`src/rtl/reg_writeback_ctrl.sv`:
```
// Register-file write-side controller: arbitrates ALU/load writes into a FIFO and retires one per cycle.
// Optional macro WB_FORWARD_EN adds per-read-port forwarding of the youngest pending write.
module reg_writeback_ctrl #(
  parameter int ADDR_W = 5,
  parameter int DATA_W = 32,
  parameter int DEPTH  = 4
) (
  input  logic                         clk,
  input  logic                         rst,
  input  logic                         alu_valid,
  output logic                         alu_ready,
  input  logic [ADDR_W-1:0]            alu_addr,
  input  logic [DATA_W-1:0]            alu_data,
  input  logic                         mem_valid,
  output logic                         mem_ready,
  input  logic [ADDR_W-1:0]            mem_addr,
  input  logic [DATA_W-1:0]            mem_data,
  output logic                         wb_we,
  output logic [ADDR_W-1:0]            wb_addr,
  output logic [DATA_W-1:0]            wb_data,
  input  logic [ADDR_W-1:0]            rd_addr1,
  input  logic [ADDR_W-1:0]            rd_addr2,
  output logic                         hazard1,
  output logic                         hazard2,
`ifdef WB_FORWARD_EN
  output logic                         fwd_hit1,
  output logic                         fwd_hit2,
  output logic [DATA_W-1:0]            fwd_data1,
  output logic [DATA_W-1:0]            fwd_data2,
`endif
  output logic [$clog2(DEPTH+1)-1:0]   pending_count
);

  localparam int PTR_W = $clog2(DEPTH);
  localparam int CNT_W = $clog2(DEPTH+1);

  logic [ADDR_W-1:0] q_addr [DEPTH];
  logic [DATA_W-1:0] q_data [DEPTH];
  logic [PTR_W-1:0]  head, tail;
  logic [CNT_W-1:0]  count;
  logic              space, mem_acc, alu_acc, push, pop;
  logic [ADDR_W-1:0] in_addr;
  logic [DATA_W-1:0] in_data;
  logic [DEPTH-1:0]  occupied;

  // Space is judged on the pre-pop count, so a full queue stalls even while draining.
  assign space     = count < CNT_W'(DEPTH);
  assign mem_ready = space;
  assign alu_ready = space & ~mem_valid;
  assign mem_acc   = mem_valid & space;
  assign alu_acc   = alu_valid & alu_ready;
  assign in_addr   = mem_acc ? mem_addr : alu_addr;
  assign in_data   = mem_acc ? mem_data : alu_data;
  // Writes to r0 complete the handshake but never occupy a slot.
  assign push      = (mem_acc | alu_acc) & (in_addr != '0);
  assign pop       = count != '0;
  assign pending_count = count;

  always_comb begin
    occupied = '0;
    for (int i = 0; i < DEPTH; i++)
      occupied[i] = CNT_W'(PTR_W'(PTR_W'(i) - head)) < count;
  end

  always_ff @(posedge clk or posedge rst) begin
    if (rst) begin
      head    <= '0;
      tail    <= '0;
      count   <= '0;
      wb_we   <= 1'b0;
      wb_addr <= '0;
      wb_data <= '0;
    end else begin
      if (pop) begin
        wb_we   <= 1'b1;
        wb_addr <= q_addr[head];
        wb_data <= q_data[head];
        head    <= head + PTR_W'(1);
      end else begin
        wb_we   <= 1'b0;
      end
      if (push)
        tail <= tail + PTR_W'(1);
      count <= count + CNT_W'(push) - CNT_W'(pop);
    end
  end

  always_ff @(posedge clk) begin
    if (push) begin
      q_addr[tail] <= in_addr;
      q_data[tail] <= in_data;
    end
  end

  always_comb begin
    hazard1 = wb_we && (wb_addr == rd_addr1);
    hazard2 = wb_we && (wb_addr == rd_addr2);
    for (int i = 0; i < DEPTH; i++) begin
      if (occupied[i] && (q_addr[i] == rd_addr1)) hazard1 = 1'b1;
      if (occupied[i] && (q_addr[i] == rd_addr2)) hazard2 = 1'b1;
    end
    if (rd_addr1 == '0) hazard1 = 1'b0;
    if (rd_addr2 == '0) hazard2 = 1'b0;
  end

`ifdef WB_FORWARD_EN
  logic [PTR_W-1:0] fidx;

  assign fwd_hit1 = hazard1;
  assign fwd_hit2 = hazard2;

  // Walk oldest to youngest so the last match (tail-most) wins; wb stage is older than any entry.
  always_comb begin
    fidx      = '0;
    fwd_data1 = (wb_we && (wb_addr == rd_addr1)) ? wb_data : '0;
    fwd_data2 = (wb_we && (wb_addr == rd_addr2)) ? wb_data : '0;
    for (int k = 0; k < DEPTH; k++) begin
      fidx = head + PTR_W'(k);
      if ((CNT_W'(k) < count) && (q_addr[fidx] == rd_addr1)) fwd_data1 = q_data[fidx];
      if ((CNT_W'(k) < count) && (q_addr[fidx] == rd_addr2)) fwd_data2 = q_data[fidx];
    end
    if (rd_addr1 == '0) fwd_data1 = '0;
    if (rd_addr2 == '0) fwd_data2 = '0;
  end
`endif

endmodule

```
`config.mk`:
```
export PLATFORM = sky130hd
export DESIGN_NAME = reg_writeback_ctrl
export DESIGN_NICKNAME = d
export VERILOG_FILES = /design/src/rtl/reg_writeback_ctrl.sv
export SDC_FILE = /design/constraint.sdc
export NUM_CORES = 1
export LEC_CHECK = 0
export ABC_CLOCK_PERIOD_IN_PS = 6800
export BUFFER_PORTS_ARGS = -buffer_cell sky130_fd_sc_hd__clkbuf_2
export CAP_MARGIN = 20
export CORE_UTILIZATION = 44
export DETAILED_ROUTE_END_ITERATION = 10
export PLACE_DENSITY = 0.66
export SLEW_MARGIN = 25
export SYNTH_ARGS = -nofsm -noshare
export SYNTH_HDL_FRONTEND = slang
export SYNTH_SLANG_ARGS = --single-unit
```
`constraint.sdc`:
```
create_clock -name clk -period 6.8 [get_ports clk]
set_input_delay 0.68 -clock clk [delete_from_list [all_inputs] [get_ports clk]]
set_output_delay 0.68 -clock clk [all_outputs]
set_load 0.01 [all_outputs]
```
# == Word level (Yosys, flattened, before mapping) ==
# Memory sizes are Yosys's and may differ from the RTL's. A register that Yosys moved wholly into a read port is not among the register bits.
# Cells that the tools add are included.
# op_classes
n_mux,15
magnitude_cmp,5
reduce_logical,14
n_eq_ne,10
multipliers,0
n_shift,0
n_addsub,8
div,0
n_bitwise,6
# ops
operator,count
5-bit equality test,10
32-bit two-way mux,1
1-bit two-way mux,13
2-bit by 3-bit less-than comparator with 1-bit output,4
1-bit logical AND,10
5-bit logical NOT,2
5-bit two-way mux,1
5-bit nonzero test,1
2-bit by 1-bit adder with 2-bit output (second input constant),2
1-bit bitwise AND,4
1-bit by 2-bit subtractor with 2-bit output (first input constant),2
2-bit subtractor (first input constant),2
3-bit by 1-bit adder with 3-bit output,1
3-bit less-than comparator (second input constant),1
3-bit nonzero test,1
3-bit by 1-bit subtractor with 3-bit output,1
1-bit NOT,1
1-bit OR,1
# word_totals
mem_count,2
ram_bits,148
register_bits,8
output_inout_bits,45
mem_bits_ro,0
elab_cells,64
latchBits,0
# memory_table
name,depth,width,read_ports,rd_ports_with_merged_regs,wr,line_no,source
q_data,4,32,1,1,1,38,logic [DATA_W-1:0] q_data [DEPTH];
q_addr,4,5,5,1,1,37,logic [ADDR_W-1:0] q_addr [DEPTH];

# == Depth between registers and ports, before layout ==
# logic_depth
word_depth,8
ltp_mapped,11

# == Worst setup path before layout ==
# Ideal clock, no wire load.
# synth_path
path_type,flip-flop to output port
from,register head[1]
to,output port hazard1
path_stages_with_launch,10
arrival_ns,2.141
path_slack_ns,3.979
path_cell_list,dfrtp_1 > buf_1 > xor2_1 > inv_1 > ha_1 > nor2b_1 > a22o_1 > nor4_1 > nor4_1 > a21oi_1
# synth_via
elab_chain_cells,8
word_cells_on_any_way,17
# synth_lines
item,line_no,source
"start, declared",39,"logic [PTR_W-1:0] head, tail;"
"start signal, assigned",78,head <= head + PTR_W'(1);
1-bit by 2-bit subtractor with 2-bit output,62,occupied[i] = CNT_W'(PTR_W'(PTR_W'(i) - head)) < count;
2-bit by 3-bit less-than comparator with 1-bit output,62,
1-bit logical AND,99,if (occupied[i] && (q_addr[i] == rd_addr1)) hazard1 = 1'b1;
1-bit two-way mux (3 in series),99,
1-bit two-way mux *,99,
1-bit two-way mux *,102,if (rd_addr1 == '0) hazard1 = 1'b0;
"end, declared",23,"output logic hazard1,"
# Mark *: on every way between the ends. The rest lies on a longest branch, timed or not.

# == Worst setup path after layout ==
# layout_path
from,register head[0]
to,output port hazard1
# The elaborated chain is that of the path after synthesis.

==> reports/results.txt <==
Crit path required time -> 6.12 ns
die area -> 19,600 µm²
Port Buf Inserts -> 132
Chip Height -> 140 µm
Final TNS setup -> 0 ns
Post-DP HPWL -> 10,600 µm
Root Buffer -> clkbuf_16
average cell area after synthesis -> 15.5 µm²
die span in x -> 140 µm
CTS tree -> done
Cell Area, Synth -> 8400 µm²
CP Data Arrival Time -> 3.24 ns
Clk pin slew, worst setup/hold paths -> 0.07 ns
crit path from -> head[0]
vias -> 4,752
status -> complete, no violations
DRT iter0 DRCs -> 295
DRT antenna net count -> 0
Crit Path Class -> reg -> out
MaxCap Viol Count -> 0
Setup Buffers After CTS -> 0
clk_skew -> 0.0106 ns
Max-slew headroom -> 35.8%
Syn Inst Count -> 540
Worst Path Max Fanout -> 43
leading area contributor after synthesis -> edfxtp_1
CP Capture Type -> output pin
drt drc -> 0
I/O pin cnt -> 133
clock buffer depth -> 2
Starting Density -> 44.9%
WL per Instance -> 18.3 µm
top-count cell post-synth -> edfxtp_1
Final period util -> 57.6%
reg2reg start -> pending_count[2]
Layout area overhead -> 18.1%
Worst VDD drop -> 220 µV
vias in the first global route -> 4,971
GP Congestion -> 0.924
Min Hold Slack -> 0.414 ns
Rows -> 50
Hold-fix buffers, CTS -> 0
Sink Count -> 193
RSZ-0062 raised after global routing -> false
Synth async-reset ratio -> 23.3%
total power per unit cell area -> 439 nW/µm²
Tmin final -> 3.92 ns
Post-synth top cells -> 148 x edfxtp_1, 114 x nand2_1, 45 x dfrtp_1
# diodes -> 0
initial antenna violation count -> 0
post-cts sizing count -> 0
Yosys top cell area share -> 52.9%
drt total wl -> 16,700 µm
EDFF count, synth -> 148
Synth Flop Type -> edfxtp_1
Final Hold Viols -> 0
global-route wire length before repair -> 26,400 µm
final layout net count -> 764
htree depth -> 4
register area share after synthesis -> 66.3%
Slew Limit Fails -> 0
Final setup viols -> 0
f_max -> 255 MHz
largest net degree at the start of global routing -> 46
worst skew pair latency -> 0.42 ns
syn nets -> 639
Yosys cell types -> 34
Core Area -> 18,700 µm²
Slew @ Worst Pin -> 0.959 ns
CP Launch Type -> flop
grt ovf -> 0
YS warnings -> 0
Initial DRT Pass Iterations -> 4
GRT Total Usage -> 18.0%
Lkg Pwr -> 3.89 nW
Synth Register Bits -> 193
CTS buffer count -> 17
share of cells above drive strength 1 -> 37.3%
min-delay worst type -> in -> async
DR vias/cell -> 5.21
synth top area cells -> edfxtp_1 53%, dfrtp_1 13%, mux4_2 9.9%, nand2_1 5.1%, mux2_2 5.0%
-- worst paths after layout --
| path | cells after the start | slack, ns | to |
|---|---|---|---|
| worst max-delay path | 9 | 2.88 | hazard1 |
| worst min-delay path | 3 | 0.41 | wb_data[7] |
| worst max register to register | 9 | 4.17 | pending_count[2] |
| worst min register to register | 2 | 0.46 | wb_data[19] |
| max in group asynchronous | 3 | 5.88 | head[1] |
| min in group clk | 2 | 0.46 | wb_data[19] |
-- registers in the layout (all words and copies together), names as in the netlist --
name / count
wb_data: 32
head: 2
wb_addr: 5
tail: 2
q_data: 128
pending_count: 3
wb_we: 1
q_addr: 20
-- routing by layer --
| layer | GRT usage, % | wire, µm | up-vias |
|---|---|---|---|
| met5 | 0 | 0 | - |
| met4 | 6.42 | 322 | 0 |
| met3 | 3.35 | 715 | 22 |
| met2 | 31.8 | 8650 | 144 |
| met1 | 22.2 | 7030 | 2375 |
| li1 | - | - | 2211 |
-- metrics by stage --
step	setup slack [ns]	instances	util, %	power (mW)	cell area [µm²]
after floorplan	3.98	540	-	2.88	8400
after global placement	3.45	878	49.3	3.29	9220
after detailed placement	3.32	878	49.3	3.34	9220
after CTS	2.86	910	52.7	4.40	9860
after global routing	2.67	912	53.0	4.61	9910
final	2.88	912	53.0	4.36	9910
-- placed cells by master, fill, tap and decap left out, types with 2 or more instances in the layout --
cell type and n:
edfxtp_1 148, clkbuf_2 132, nand2_1 114, dfrtp_1 43, mux4_2 37, mux2_2 37
xnor2_1 29, xor2_1 27, clkbuf_16 17, nor4_1 11, inv_1 10, ha_1 10
nand3_1 6, nor2_1 4, bufinv_16 4, inv_2 3, or4_1 3, a21oi_1 3
o21ai_1 2, and2_2 2, and2_4 2, nor3_1 2, nand4_1 2, and3_1 2
o21a_1 2, clkinv_2 2, clkinv_4 2, inv_8 2, dfrtp_4 2, buf_4 2
-- final cells by class --
| type | count | area (µm²) |
|---|---|---|
| sequential | 193 | 5580 |
| multi-input combinational | 304 | 2630 |
| clock inverter | 13 | 203 |
| tap | 234 | 293 |
| inverter | 13 | 48.8 |
| clock buffer | 19 | 443 |
| timing repair buffer | 136 | 723 |
| fill | 1544 | 8790 |
-- kinds of logic (layout without fill, tap and decap cells) --
kind of cell / Yosys count / count (layout) / share of synthesized area [%]
fa+ha+maj: 11 / 11 / 1.73
buf+inv: 43 / 181 / 2.55
flops: 193 / 193 / 66.3
simple gates: 152 / 152 / 7.72
mux: 74 / 74 / 14.9
xor+xnor: 56 / 56 / 5.84
compound gates: 11 / 11 / 0.939
-- report_power, final --
group          internal, mW  switching (mW)
clock network         0.635           0.430
registers              1.67           0.280
logic                 0.642           0.696
total                  2.95            1.41
-- worst max-delay path: stages, from the launching register on --
cell and delay [ns]:
dfrtp_4 0.96, xor2_1 0.26, inv_1 0.07, ha_1 0.27, nor2b_1 0.13, a22o_1 0.23
nor4_1 0.36, nor4_1 0.13, a21oi_1 0.21, clkbuf_2 0.16
No activity file was read; power rests on OpenSTA's default activity.
